$ cat config.mk
export PLATFORM = sky130hd
export DESIGN_NAME = instr_encoder_flat
export DESIGN_NICKNAME = d
export VERILOG_FILES = /design/src/rtl/instr_encoder_if.sv /design/src/rtl/instr_encoder.sv /design/src/flat_wrapper.sv
export SDC_FILE = /design/constraint.sdc
export NUM_CORES = 1
export LEC_CHECK = 0
export BUFFER_PORTS_ARGS = -buffer_cell sky130_fd_sc_hd__buf_2
export CELL_PAD_IN_SITES_DETAIL_PLACEMENT = 0
export CELL_PAD_IN_SITES_GLOBAL_PLACEMENT = 1
export CORE_MARGIN = 2
export CORE_UTILIZATION = 35
export CTS_CLUSTER_SIZE = 14
export DETAILED_ROUTE_END_ITERATION = 6
export PLACE_DENSITY = 0.67
export SYNTH_ARGS = -nofsm -noshare
export SYNTH_HDL_FRONTEND = slang
export SYNTH_SLANG_ARGS = --single-unit
$ cat constraint.sdc
create_clock -name clk_i -period 6.5 [get_ports clk_i]
set_input_delay 1.3 -clock clk_i [delete_from_list [all_inputs] [get_ports clk_i]]
set_output_delay 1.3 -clock clk_i [all_outputs]
set_load 0.01 [all_outputs]
$ cat src/rtl/instr_encoder_if.sv
// Request and instruction-memory write bus of instr_encoder.
// Signal suffixes are relative to the encoder: slave = encoder, master = producer/memory side.
interface instr_encoder_if #(
    parameter int unsigned ADDR_W = 32
);
    logic              req_valid_i;
    logic              req_ready_o;
    logic [2:0]        op_i;
    logic [3:0]        alu_i;
    logic [4:0]        rd_i;
    logic [4:0]        rs1_i;
    logic [4:0]        rs2_i;
    logic [20:0]       imm_i;
    logic              imem_we_o;
    logic [ADDR_W-1:0] imem_addr_o;
    logic [31:0]       imem_data_o;
    logic              imem_ready_i;

    modport slave (
        input  req_valid_i, op_i, alu_i, rd_i, rs1_i, rs2_i, imm_i, imem_ready_i,
        output req_ready_o, imem_we_o, imem_addr_o, imem_data_o
    );

    modport master (
        output req_valid_i, op_i, alu_i, rd_i, rs1_i, rs2_i, imm_i, imem_ready_i,
        input  req_ready_o, imem_we_o, imem_addr_o, imem_data_o
    );
endinterface

$ cat src/rtl/instr_encoder.sv
// Encodes symbolic RV32I requests into instruction words, buffers them in a
// 2-entry FIFO and writes them to instruction memory at consecutive addresses.
module instr_encoder #(
    parameter int unsigned       ADDR_W    = 32,
    parameter logic [ADDR_W-1:0] BASE_ADDR = '0
) (
    input  logic           clk_i,
    input  logic           rst_i,
    instr_encoder_if.slave bus,
    output logic           err_o,
    output logic [15:0]    word_cnt_o
);

    typedef enum logic [2:0] {
        OP_R    = 3'd0,
        OP_ADDI = 3'd1,
        OP_LW   = 3'd2,
        OP_SW   = 3'd3,
        OP_BEQ  = 3'd4,
        OP_JAL  = 3'd5,
        OP_JALR = 3'd6,
        OP_ILL  = 3'd7
    } op_e;

    op_e               op;
    logic [31:0]       enc_word;
    logic              enc_bad;
    logic              imm12_ok;
    logic              imm13_ok;
    logic              accept;
    logic              push;
    logic              pop;

    logic [31:0]       fifo_q [2];
    logic [31:0]       fifo_d [2];
    logic              wr_ptr_q, wr_ptr_d;
    logic              rd_ptr_q, rd_ptr_d;
    logic [1:0]        cnt_q, cnt_d;
    logic [ADDR_W-1:0] addr_q, addr_d;
    logic [15:0]       wcnt_q, wcnt_d;
    logic              err_q, err_d;

    assign op = op_e'(bus.op_i);

    // Immediate fits when every bit above the field's sign bit equals it.
    assign imm12_ok = (&bus.imm_i[20:11]) | ~(|bus.imm_i[20:11]);
    assign imm13_ok = (&bus.imm_i[20:12]) | ~(|bus.imm_i[20:12]);

    always_comb begin
        enc_word = '0;
        enc_bad  = 1'b0;
        case (op)
            OP_R: begin
                enc_word = {(bus.alu_i[3] ? 7'b0100000 : 7'b0000000), bus.rs2_i, bus.rs1_i,
                            bus.alu_i[2:0], bus.rd_i, 7'b0110011};
            end
            OP_ADDI: begin
                enc_word = {bus.imm_i[11:0], bus.rs1_i, bus.alu_i[2:0], bus.rd_i, 7'b0010011};
                enc_bad  = !imm12_ok;
            end
            OP_LW: begin
                enc_word = {bus.imm_i[11:0], bus.rs1_i, 3'b010, bus.rd_i, 7'b0000011};
                enc_bad  = !imm12_ok;
            end
            OP_SW: begin
                enc_word = {bus.imm_i[11:5], bus.rs2_i, bus.rs1_i, 3'b010, bus.imm_i[4:0], 7'b0100011};
                enc_bad  = !imm12_ok;
            end
            OP_BEQ: begin
                enc_word = {bus.imm_i[12], bus.imm_i[10:5], bus.rs2_i, bus.rs1_i, 3'b000,
                            bus.imm_i[4:1], bus.imm_i[11], 7'b1100011};
                enc_bad  = !imm13_ok || bus.imm_i[0];
            end
            OP_JAL: begin
                enc_word = {bus.imm_i[20], bus.imm_i[10:1], bus.imm_i[11], bus.imm_i[19:12],
                            bus.rd_i, 7'b1101111};
                enc_bad  = bus.imm_i[0];
            end
            OP_JALR: begin
                enc_word = {bus.imm_i[11:0], bus.rs1_i, 3'b000, bus.rd_i, 7'b1100111};
                enc_bad  = !imm12_ok;
            end
            default: begin
                enc_bad = 1'b1;
            end
        endcase
    end

    assign accept = bus.req_valid_i && bus.req_ready_o;
    assign push   = accept && !enc_bad;
    assign pop    = bus.imem_we_o && bus.imem_ready_i;

    always_comb begin
        fifo_d   = fifo_q;
        wr_ptr_d = wr_ptr_q;
        rd_ptr_d = rd_ptr_q;
        cnt_d    = cnt_q;
        addr_d   = addr_q;
        wcnt_d   = wcnt_q;
        err_d    = accept && enc_bad;

        if (push) begin
            fifo_d[wr_ptr_q] = enc_word;
            wr_ptr_d         = ~wr_ptr_q;
        end
        if (pop) begin
            rd_ptr_d = ~rd_ptr_q;
            addr_d   = addr_q + ADDR_W'(32'd4);
            if (wcnt_q != '1) begin
                wcnt_d = wcnt_q + 16'd1;
            end
        end
        case ({push, pop})
            2'b10:   cnt_d = cnt_q + 2'd1;
            2'b01:   cnt_d = cnt_q - 2'd1;
            default: cnt_d = cnt_q;
        endcase
    end

    always_ff @(posedge clk_i) begin
        if (rst_i) begin
            fifo_q   <= '{default: '0};
            wr_ptr_q <= 1'b0;
            rd_ptr_q <= 1'b0;
            cnt_q    <= '0;
            addr_q   <= BASE_ADDR;
            wcnt_q   <= '0;
            err_q    <= 1'b0;
        end else begin
            fifo_q   <= fifo_d;
            wr_ptr_q <= wr_ptr_d;
            rd_ptr_q <= rd_ptr_d;
            cnt_q    <= cnt_d;
            addr_q   <= addr_d;
            wcnt_q   <= wcnt_d;
            err_q    <= err_d;
        end
    end

    assign bus.req_ready_o = (cnt_q != 2'd2);
    assign bus.imem_we_o   = (cnt_q != 2'd0);
    assign bus.imem_addr_o = addr_q;
    assign bus.imem_data_o = bus.imem_we_o ? fifo_q[rd_ptr_q] : '0;
    assign err_o           = err_q;
    assign word_cnt_o      = wcnt_q;

endmodule

$ cat src/flat_wrapper.sv
// flat-port wrapper written by rule: the top's interface ports become plain ports
module instr_encoder_flat 
#(
    parameter int unsigned       ADDR_W    = 32,
    parameter logic [ADDR_W-1:0] BASE_ADDR = '0
)
  (clk_i, rst_i, err_o, word_cnt_o, bus_req_valid_i, bus_op_i, bus_alu_i, bus_rd_i, bus_rs1_i, bus_rs2_i, bus_imm_i, bus_imem_ready_i, bus_req_ready_o, bus_imem_we_o, bus_imem_addr_o, bus_imem_data_o);
  instr_encoder_if #(.ADDR_W(ADDR_W)) bus_i ();
  input  logic clk_i;
  input  logic rst_i;
  output logic err_o;
  output logic [15:0] word_cnt_o;
  input wire logic [$bits(bus_i.req_valid_i)-1:0] bus_req_valid_i;
  input wire logic [$bits(bus_i.op_i)-1:0] bus_op_i;
  input wire logic [$bits(bus_i.alu_i)-1:0] bus_alu_i;
  input wire logic [$bits(bus_i.rd_i)-1:0] bus_rd_i;
  input wire logic [$bits(bus_i.rs1_i)-1:0] bus_rs1_i;
  input wire logic [$bits(bus_i.rs2_i)-1:0] bus_rs2_i;
  input wire logic [$bits(bus_i.imm_i)-1:0] bus_imm_i;
  input wire logic [$bits(bus_i.imem_ready_i)-1:0] bus_imem_ready_i;
  output wire logic [$bits(bus_i.req_ready_o)-1:0] bus_req_ready_o;
  output wire logic [$bits(bus_i.imem_we_o)-1:0] bus_imem_we_o;
  output wire logic [$bits(bus_i.imem_addr_o)-1:0] bus_imem_addr_o;
  output wire logic [$bits(bus_i.imem_data_o)-1:0] bus_imem_data_o;
  assign bus_i.req_valid_i = bus_req_valid_i;
  assign bus_i.op_i = bus_op_i;
  assign bus_i.alu_i = bus_alu_i;
  assign bus_i.rd_i = bus_rd_i;
  assign bus_i.rs1_i = bus_rs1_i;
  assign bus_i.rs2_i = bus_rs2_i;
  assign bus_i.imm_i = bus_imm_i;
  assign bus_i.imem_ready_i = bus_imem_ready_i;
  assign bus_req_ready_o = bus_i.req_ready_o;
  assign bus_imem_we_o = bus_i.imem_we_o;
  assign bus_imem_addr_o = bus_i.imem_addr_o;
  assign bus_imem_data_o = bus_i.imem_data_o;
  instr_encoder #(.ADDR_W(ADDR_W), .BASE_ADDR(BASE_ADDR)) u_core (.clk_i(clk_i), .rst_i(rst_i), .bus(bus_i), .err_o(err_o), .word_cnt_o(word_cnt_o));
endmodule
# ---- After elaboration in Yosys (flattened, before gate mapping)
# Index checks and enable logic that the tools add are counted.
dict set report totals {
  register_bits 117
  mem_count 0
  mem_bits_ro 0
  wordCells 62
  latchBits 0
  ram_bits 0
}
dict set report op_classes {
  n_shift 0
  bitwise_logic 8
  addsub 4
  n_mux 11
  n_lt_le_gt_ge 3
  mul 0
  n_reduce_logical 18
  n_div 0
  n_eq_ne 10
}
# operator n
set ops {}
lappend ops {{32-bit case mux with 7 select lines} 1}
lappend ops {{32-bit 2-to-1 mux} 5}
lappend ops {{64-bit bitwise mux} 1}
lappend ops {{32-bit by 3-bit adder with 32-bit output, second input constant} 1}
lappend ops {{32-bit demux with 1-bit select} 1}
lappend ops {{16-bit by 1-bit adder with 16-bit output, second input constant} 1}
lappend ops {{16-bit != test, second input constant} 1}
lappend ops {{10-bit AND reduction} 1}
lappend ops {{10-bit OR reduction} 1}
lappend ops {{3-bit == test, second input constant} 3}
lappend ops {{9-bit AND reduction} 1}
lappend ops {{9-bit OR reduction} 1}
lappend ops {{3-bit by 2-bit == test with 1-bit output, second input constant} 2}
lappend ops {{6-bit 2-to-1 mux} 1}
lappend ops {{1-bit logical AND} 5}
lappend ops {{2-bit greater-or-equal comparator, second input constant} 2}
lappend ops {{1-bit inverter} 4}
lappend ops {{1-bit inverter with 2-bit output} 2}
lappend ops {{1-bit case mux with 4 select lines} 1}
lappend ops {{2-bit case mux with 2 select lines} 1}
lappend ops {{2-bit nonzero test} 2}
lappend ops {{4-bit OR reduction} 1}
lappend ops {{3-bit by 1-bit == test with 1-bit output, second input constant} 1}
lappend ops {{1-bit logical NOT} 3}
lappend ops {{other kinds (10)} 11}

# ---- Depth between registers and ports, before layout
# Gate-level depths: netlist (run 1).
dict set report depth {
  ltp_word 10
  depth_mapped 10
}

# ---- Worst setup path before layout (run 1)
# OpenSTA, ideal clock, no wires.
dict set report synth_path {
  kind {input to register}
  from {in bus_imm_i[14]}
  to {reg u_core.fifo_q[37] (netlist name)}
  arrival_ps 3168
  path_buffers 2
  setup_slack_ps 3211
  setup_time_ps 121
  path_stages 7
  cell_sequence {or4_1 > nor4_1 > a2111oi_1 > or4_1 > clkbuf_1 > buf_6 > mux2_4}
}
dict set report synth_via {
  elab_chain_len 8
  word_cells_on_any_way 14
}
# item line
set synth_rtl {}
lappend synth_rtl {{start, declared} flat_wrapper.sv:19} ;# input wire logic [$bits(bus_i.imm_i)-1:0] bus_imm_i;
lappend synth_rtl {{9-bit OR reduction} instr_encoder.sv:47} ;# assign imm13_ok = (&bus.imm_i[20:12]) | ~(|bus.imm_i[20:12]);
lappend synth_rtl {{1-bit inverter} instr_encoder.sv:47}
lappend synth_rtl {{1-bit bitwise OR} instr_encoder.sv:47}
lappend synth_rtl {{1-bit logical NOT} instr_encoder.sv:72} ;# enc_bad = !imm13_ok || bus.imm_i[0];
lappend synth_rtl {{1-bit logical OR} instr_encoder.sv:72}
lappend synth_rtl {{1-bit case mux with 4 select lines *} instr_encoder.sv:52} ;# case (op)
lappend synth_rtl {{1-bit logical NOT *} instr_encoder.sv:90} ;# assign push = accept && !enc_bad;
lappend synth_rtl {{1-bit logical AND *} instr_encoder.sv:90}
lappend synth_rtl {{end signal, assigned} instr_encoder.sv:130} ;# fifo_q <= fifo_d;
lappend synth_rtl {{end, declared} instr_encoder.sv:34} ;# logic [31:0] fifo_q [2];
# Mark *: on every way between the ends. The rest lies on a longest branch, timed or not.
# A chain may end at the register's enable or synchronous reset.

# ---- Worst setup path in the final report (run 1)
dict set report layout_path {
  from {in bus_imm_i[14]}
  to {reg u_core.fifo_q[41] (netlist name)}
}
# Same word-level chain as after synthesis.

==> results of run 1 <==
## metrics by stage
step                total power, uW  hold slack, ps  instance area (um^2)
floorplan                       865             425                  5960
global placement                922             433                  6700
detailed placement              926             439                  6700
finish                         1880             445                  7320
global route                   1970             469                  7320
CTS                            1910             447                  7320
## worst paths after layout
check | to | slack (ps) | cells past startpoint
worst min-delay path | u_core.fifo_q[1]$_SDFFE_PP0P_ | 440 | 2
worst min register to register | u_core.fifo_q[1]$_SDFFE_PP0P_ | 440 | 2
worst max-delay path | u_core.fifo_q[41]$_SDFFE_PP0P_ | 2830 | 6
worst max register to register | u_core.fifo_q[41]$_SDFFE_PP0P_ | 3860 | 4
## cell families after synthesis
logic type               count (synthesis)  share of synthesized area [%]
AO/OA/AOI/OAI                           69                           7.44
XOR/XNOR                                39                           5.74
adder cells (fa/ha/maj)                  3                          0.630
buffers and inverters                   60                           4.27
flip-flops                             113                           38.0
multiplexers                           104                           18.7
other                                    1                         0.0630
AND/OR/NAND/NOR                        290                           25.2
## per-layer routing
layer  vias up  GRT usage, %  part of all wire, %
met3        15          5.10                  5.9
met4         0          4.80                  1.3
met2       129          26.1                   44
li1       2554             -                    -
met5         -             0                    0
met1      2442          24.7                   49
## registers in the layout (all words and copies together), names as in the netlist
register,cells
u_core.rd_ptr_q,1
u_core.fifo_q,62
u_core.err_o,1
u_core.wr_ptr_q,1
u_core.cnt_q,2
u_core.word_cnt_o,16
u_core.bus.imem_addr_o,30
## cell usage in the layout, fill, tap and decap left out, drive strengths merged, types with 18 or more instances in the layout
cell,instances
nor2b,24
dfxtp,113
xnor2,21
a21oi,27
nand4,19
mux2i,82
clkbuf,18
nand3,23
nor2,93
nand2b,48
buf,130
mux2,21
nand2,28
xor2,18
## synth_stat cells (all sizes together), types with 5 or more instances
cell type  count  area (um^2)
dfxtp        113         2260
nor2          93          349
mux2i         82          821
nand2b        48          300
nand2         28          105
a21oi         27          135
clkbuf        26         97.6
nor2b         24          150
nand3         23          115
mux2          21          270
xnor2         21          184
buf           20          104
nand4         19          119
xor2          18          158
o21ai         13         65.1
inv           12         45.0
nor3          10         50.1
or3           10         62.6
nor4           8         50.1
a211oi         6         45.0
a221oi         6         52.6
nor3b          5         37.5
or2            5         31.3
## power breakdown
group	total [uW]	switching, uW	leakage, uW	internal [uW]
Sequential	733	26.7	0.000912	706
Combinational	177	101	0.00192	75.2
Clock	975	337	0.000288	638
## final cells by class
cell class	count	area share [%]
Sequential cell	113	30.9
Clock inverter	14	2.60
Timing Repair Buffer	130	9.03
Tap cell	220	3.76
Inverter	14	0.718
Clock buffer	18	5.86
Multi-Input combinational cell	507	47.1
## worst max-delay path, cell delays in order
cell and delay (ps):
buf_2 110, or4_1 510, nor4_1 270, a2111oi_1 150
or4_2 1160, mux2_4 460
==> run metrics, run 1 <==
grt total ovfl 0; number of global-route vias before repair a little under 5000; CTS hold repair buffers 0; drc violations 0; Worst Path Arrival 3970 ps; min cycle time layout roughly 3700 ps; Final Util roughly 44%; required arrival time at the worst endpoint a little under 7000 ps; core area between 15000 and 20000 um^2; Synth Flop Type dfxtp_1; clk buf depth 2; final setup margin 2830 ps; Avg WL per Cell approximately 15 um; Setup Viol. Count Final 0; via count of the routed design roughly 5100; DRT antenna net count 0; Detailed Route Iter0 Violations ~250; Overall Global Routing Usage 17.5%; Final HPWL DP ~11000 um; Post-Synthesis Cells around 680; die area approximately 18000 um^2; Initial DRT Pass Iterations 4; GPL Wtd Cong around 0.82; Reg-to-Reg Start u_core.cnt_q[0]$_SDFFE_PP0P_; Sum Neg Setup Slack 0 ps; Resize count post-CTS 0; final wirelength 15600 um; Syn Std Cell Area approximately 6000 um^2; I/O pins between 100 and 150; VDD IR max around 0.18 mV; Die X 134 um; RSZ-0062 raised after global routing false; clock slew at reported path FFs approximately 50 ps; post-synthesis cell type count 52; Die Height about 130 um; P_leak approximately 0.0031 uW; root buf cell clkbuf_16; Via-to-Cell Ratio 5.06; clk_lat worst skew 420 ps; Post-synth EDFFs 0; crit path launch bus_imm_i[14]; Max Slew Vio Count 0; max_cap viols 0; diode count 0; antenna violations before repair 0; P per Cell Area ~260 nW/um^2; Syn-to-layout area delta 22.9%; Tightest Pin Transition ~1100 ps; first-pass GRT wire length 25100 um; Hold Crit Class register to register; Fmax 273 MHz; final hold viol count 0; layout cells sized above 1 23.1%; CTS tree built; H-tree depth 4; Initial Util ~36%; port buffer count 127; CP Launch Type input pin; worst hold start u_core.fifo_q[1]$_SDFFE_PP0P_; area of the multi-input gates around 3400 um^2; Seq/Total Area, Yosys between 30% and 40%; Synth warnings 0; Post-Synthesis Mean Instance Area 8.77 um^2; CTS Buf Count 17; fin crit share 56.4%; number of placed cells counting well taps a little under 1000; fin cells roughly 1000; # fillers 1673; Crit Path Category input pin to register; Max-Slew Margin vs Limit a little over a quarter; status finished, final reports clean; register area ~2300 um^2; worst slack, placed approximately 2400 ps; Final nets around 830; async set-reset flop share out of synthesis 0%; Core Rows 47; #FFs+latches synth 113; CP Max Fanout 30; largest net degree at the start of global routing between 100 and 150; clock sinks around 110; Setup Skew between 5 and 6 ps; Post-CTS Setup Inserts 0; Critical Path Sink Type register
Note: power is estimated with default switching activity, not from simulation.
==> run 2: changes to the inputs <==
- clock period: 6.5 -> 3.5 ns (I/O delays scaled with it)
==> run 2 against run 1 <==
Power is 82% higher. Clock skew is 5.7 ps higher. First-iteration DRC count is 12% higher. Core utilization is 0.54 points higher. Non-clock buffer count is 12 higher. Largest cell class unchanged.
==> run metrics, run 2 (synthesis gave the netlist of run 1 again) <==
first-pass GRT wire length 25600 um (+2.0%); Initial DRT Pass Iterations 5 (+1); required arrival time at the worst endpoint 3840 ps (-2960 ps); core area 16600 um^2 (unchanged); most frequent cells in the layout 126 x buf_2, 112 x dfxtp_1, 92 x nor2_1; antenna violations before repair 0 (unchanged); DRT antenna net count 0 (unchanged); commonest non-fill, non-tap cell in the layout buf_2; max_cap viols 0 (unchanged); Most flops, register u_core.fifo_q; CTS hold repair buffers 0 (unchanged); Detailed Route Iter0 Violations 280 (+12%); diode count 0 (unchanged); Initial Util 35.9% (unchanged); Setup Skew 11.2 ps (+5.67 ps); Crit Path Category input pin to register; Setup Viol. Count Final 0 (unchanged); min cycle time layout 2860 ps; port buffer count 127 (unchanged); max FFs per register 62 (unchanged); Fmax roughly 350 MHz; Worst Path Arrival 3200 ps (-770 ps); status finished, final reports clean; clk buf depth 2 (unchanged); Tightest Pin Transition 1190 ps (+125 ps); Max Slew Vio Count 0 (unchanged); RSZ-0062 raised after global routing false; final wirelength 15800 um (+1.4%); Syn-to-layout area delta 24.4%; fin cells 1028 (+1.2%); Core Rows 47 (unchanged); Die X 134 um (unchanged); CTS tree built; P_leak 0.00318 uW (+2.1%); CTS Buf Count 17 (unchanged); Final nets 845 (+1.4%); Hold Crit Class register to register; Critical Path Sink Type register; layout cells sized above 1 24.4% (+1.3 points); number of global-route vias before repair 5069 (+2.8%); Max-Slew Margin vs Limit 20.6% (-6.7 points); VDD IR max 0.373 mV (+100%); H-tree depth 4 (unchanged); CP Max Fanout 18 (-40%); largest net degree at the start of global routing 73 (-34%); Resize count post-CTS 0 (unchanged); Post-CTS Setup Inserts 0 (unchanged); Final HPWL DP 11300 um (+3.7%); I/O pins 130 (unchanged); Via-to-Cell Ratio 5.06 (about the same); number of placed cells counting well taps 996 (+1.2%); P per Cell Area 464 nW/um^2 (+80%); die area 18100 um^2 (unchanged); clock slew at reported path FFs 50 ps (about the same); Avg WL per Cell 15.4 um (+0.18%); CP Launch Type input pin; Sum Neg Setup Slack 0 ps (unchanged); clock sinks 113 (unchanged); fin crit share 81.6%; drc violations 0 (unchanged); via count of the routed design 5199 (+1.1%); clk_lat worst skew 410 ps (about the same); Die Height 134 um (unchanged); final hold viol count 0 (unchanged); root buf cell clkbuf_16; Overall Global Routing Usage 17.8% (+0.27 points); GPL Wtd Cong 0.848 (+4.0%); grt total ovfl 0 (unchanged)
[run 2: changes by cell type in the layout (fill, tap and decap cells not counted), sizes merged]
cell	change
buf	+12
bufinv	-1
clkbuf	-1
clkinv	+2
clkinvlp	-1
inv	+1
[run 2: worst max-delay path, cell delays in order]
cell	delay (ps)
buf_2	250
nor3_1	120
a2111oi_1	1050
nor2_1	160
nand3_1	140
ha_1	260
or3_1	360
a21oi_1	140
[run 2: report_power, final]
group,switching (uW),internal [uW]
combinational,205,148
sequential,39.1,1310
clock,621,1110
[run 2: stage by stage]
| stage | instance area, um^2 | setup WS [ps] | hold WS, ps | power [uW] | util [%] |
|---|---|---|---|---|---|
| floorplan | 5960 | 811 | 425 | 1610 | - |
| global placement | 6810 | 349 | 434 | 1720 | 41.1 |
| detailed placement | 6810 | 286 | 443 | 1730 | 41.1 |
| CTS | 7410 | 731 | 460 | 3480 | 44.7 |
| global route | 7410 | 479 | 496 | 3570 | 44.7 |
| finish | 7410 | 644 | 461 | 3430 | 44.7 |
[run 2: area by class of cell]
| cell class | instances | area [um^2] |
|---|---|---|
| fillers | 1652 | 9180 |
| multi-input cells | 507 | 3450 |
| flip-flops and latches | 113 | 2260 |
| repair buffers | 142 | 776 |
| clock buffers | 17 | 425 |
| well taps | 220 | 275 |
| clock inverters | 15 | 168 |
| inverters | 14 | 52.6 |
[run 2: routing by layer]
metal | up-vias | track usage, % | wire length, um
li1 | 2598 | - | -
met1 | 2458 | 24.7 | 7740
met3 | 9 | 3.97 | 810
met5 | - | 0 | 0
met2 | 134 | 27.8 | 7160
met4 | 0 | 5.09 | 122
[run 2: worst paths after layout]
kind	startpoint	end	slack (ps)	cells past startpoint
setup / recovery	bus_op_i[2]	u_core.cnt_q[1]$_SDFFE_PP0P_	640	8
setup reg to reg	u_core.cnt_q[0]$_SDFFE_PP0P_	u_core.word_cnt_o[15]$_SDFFE_PP0P_	1200	7
hold / removal	u_core.fifo_q[1]$_SDFFE_PP0P_	u_core.fifo_q[1]$_SDFFE_PP0P_	460	2
hold reg to reg	u_core.fifo_q[1]$_SDFFE_PP0P_	u_core.fifo_q[1]$_SDFFE_PP0P_	460	2
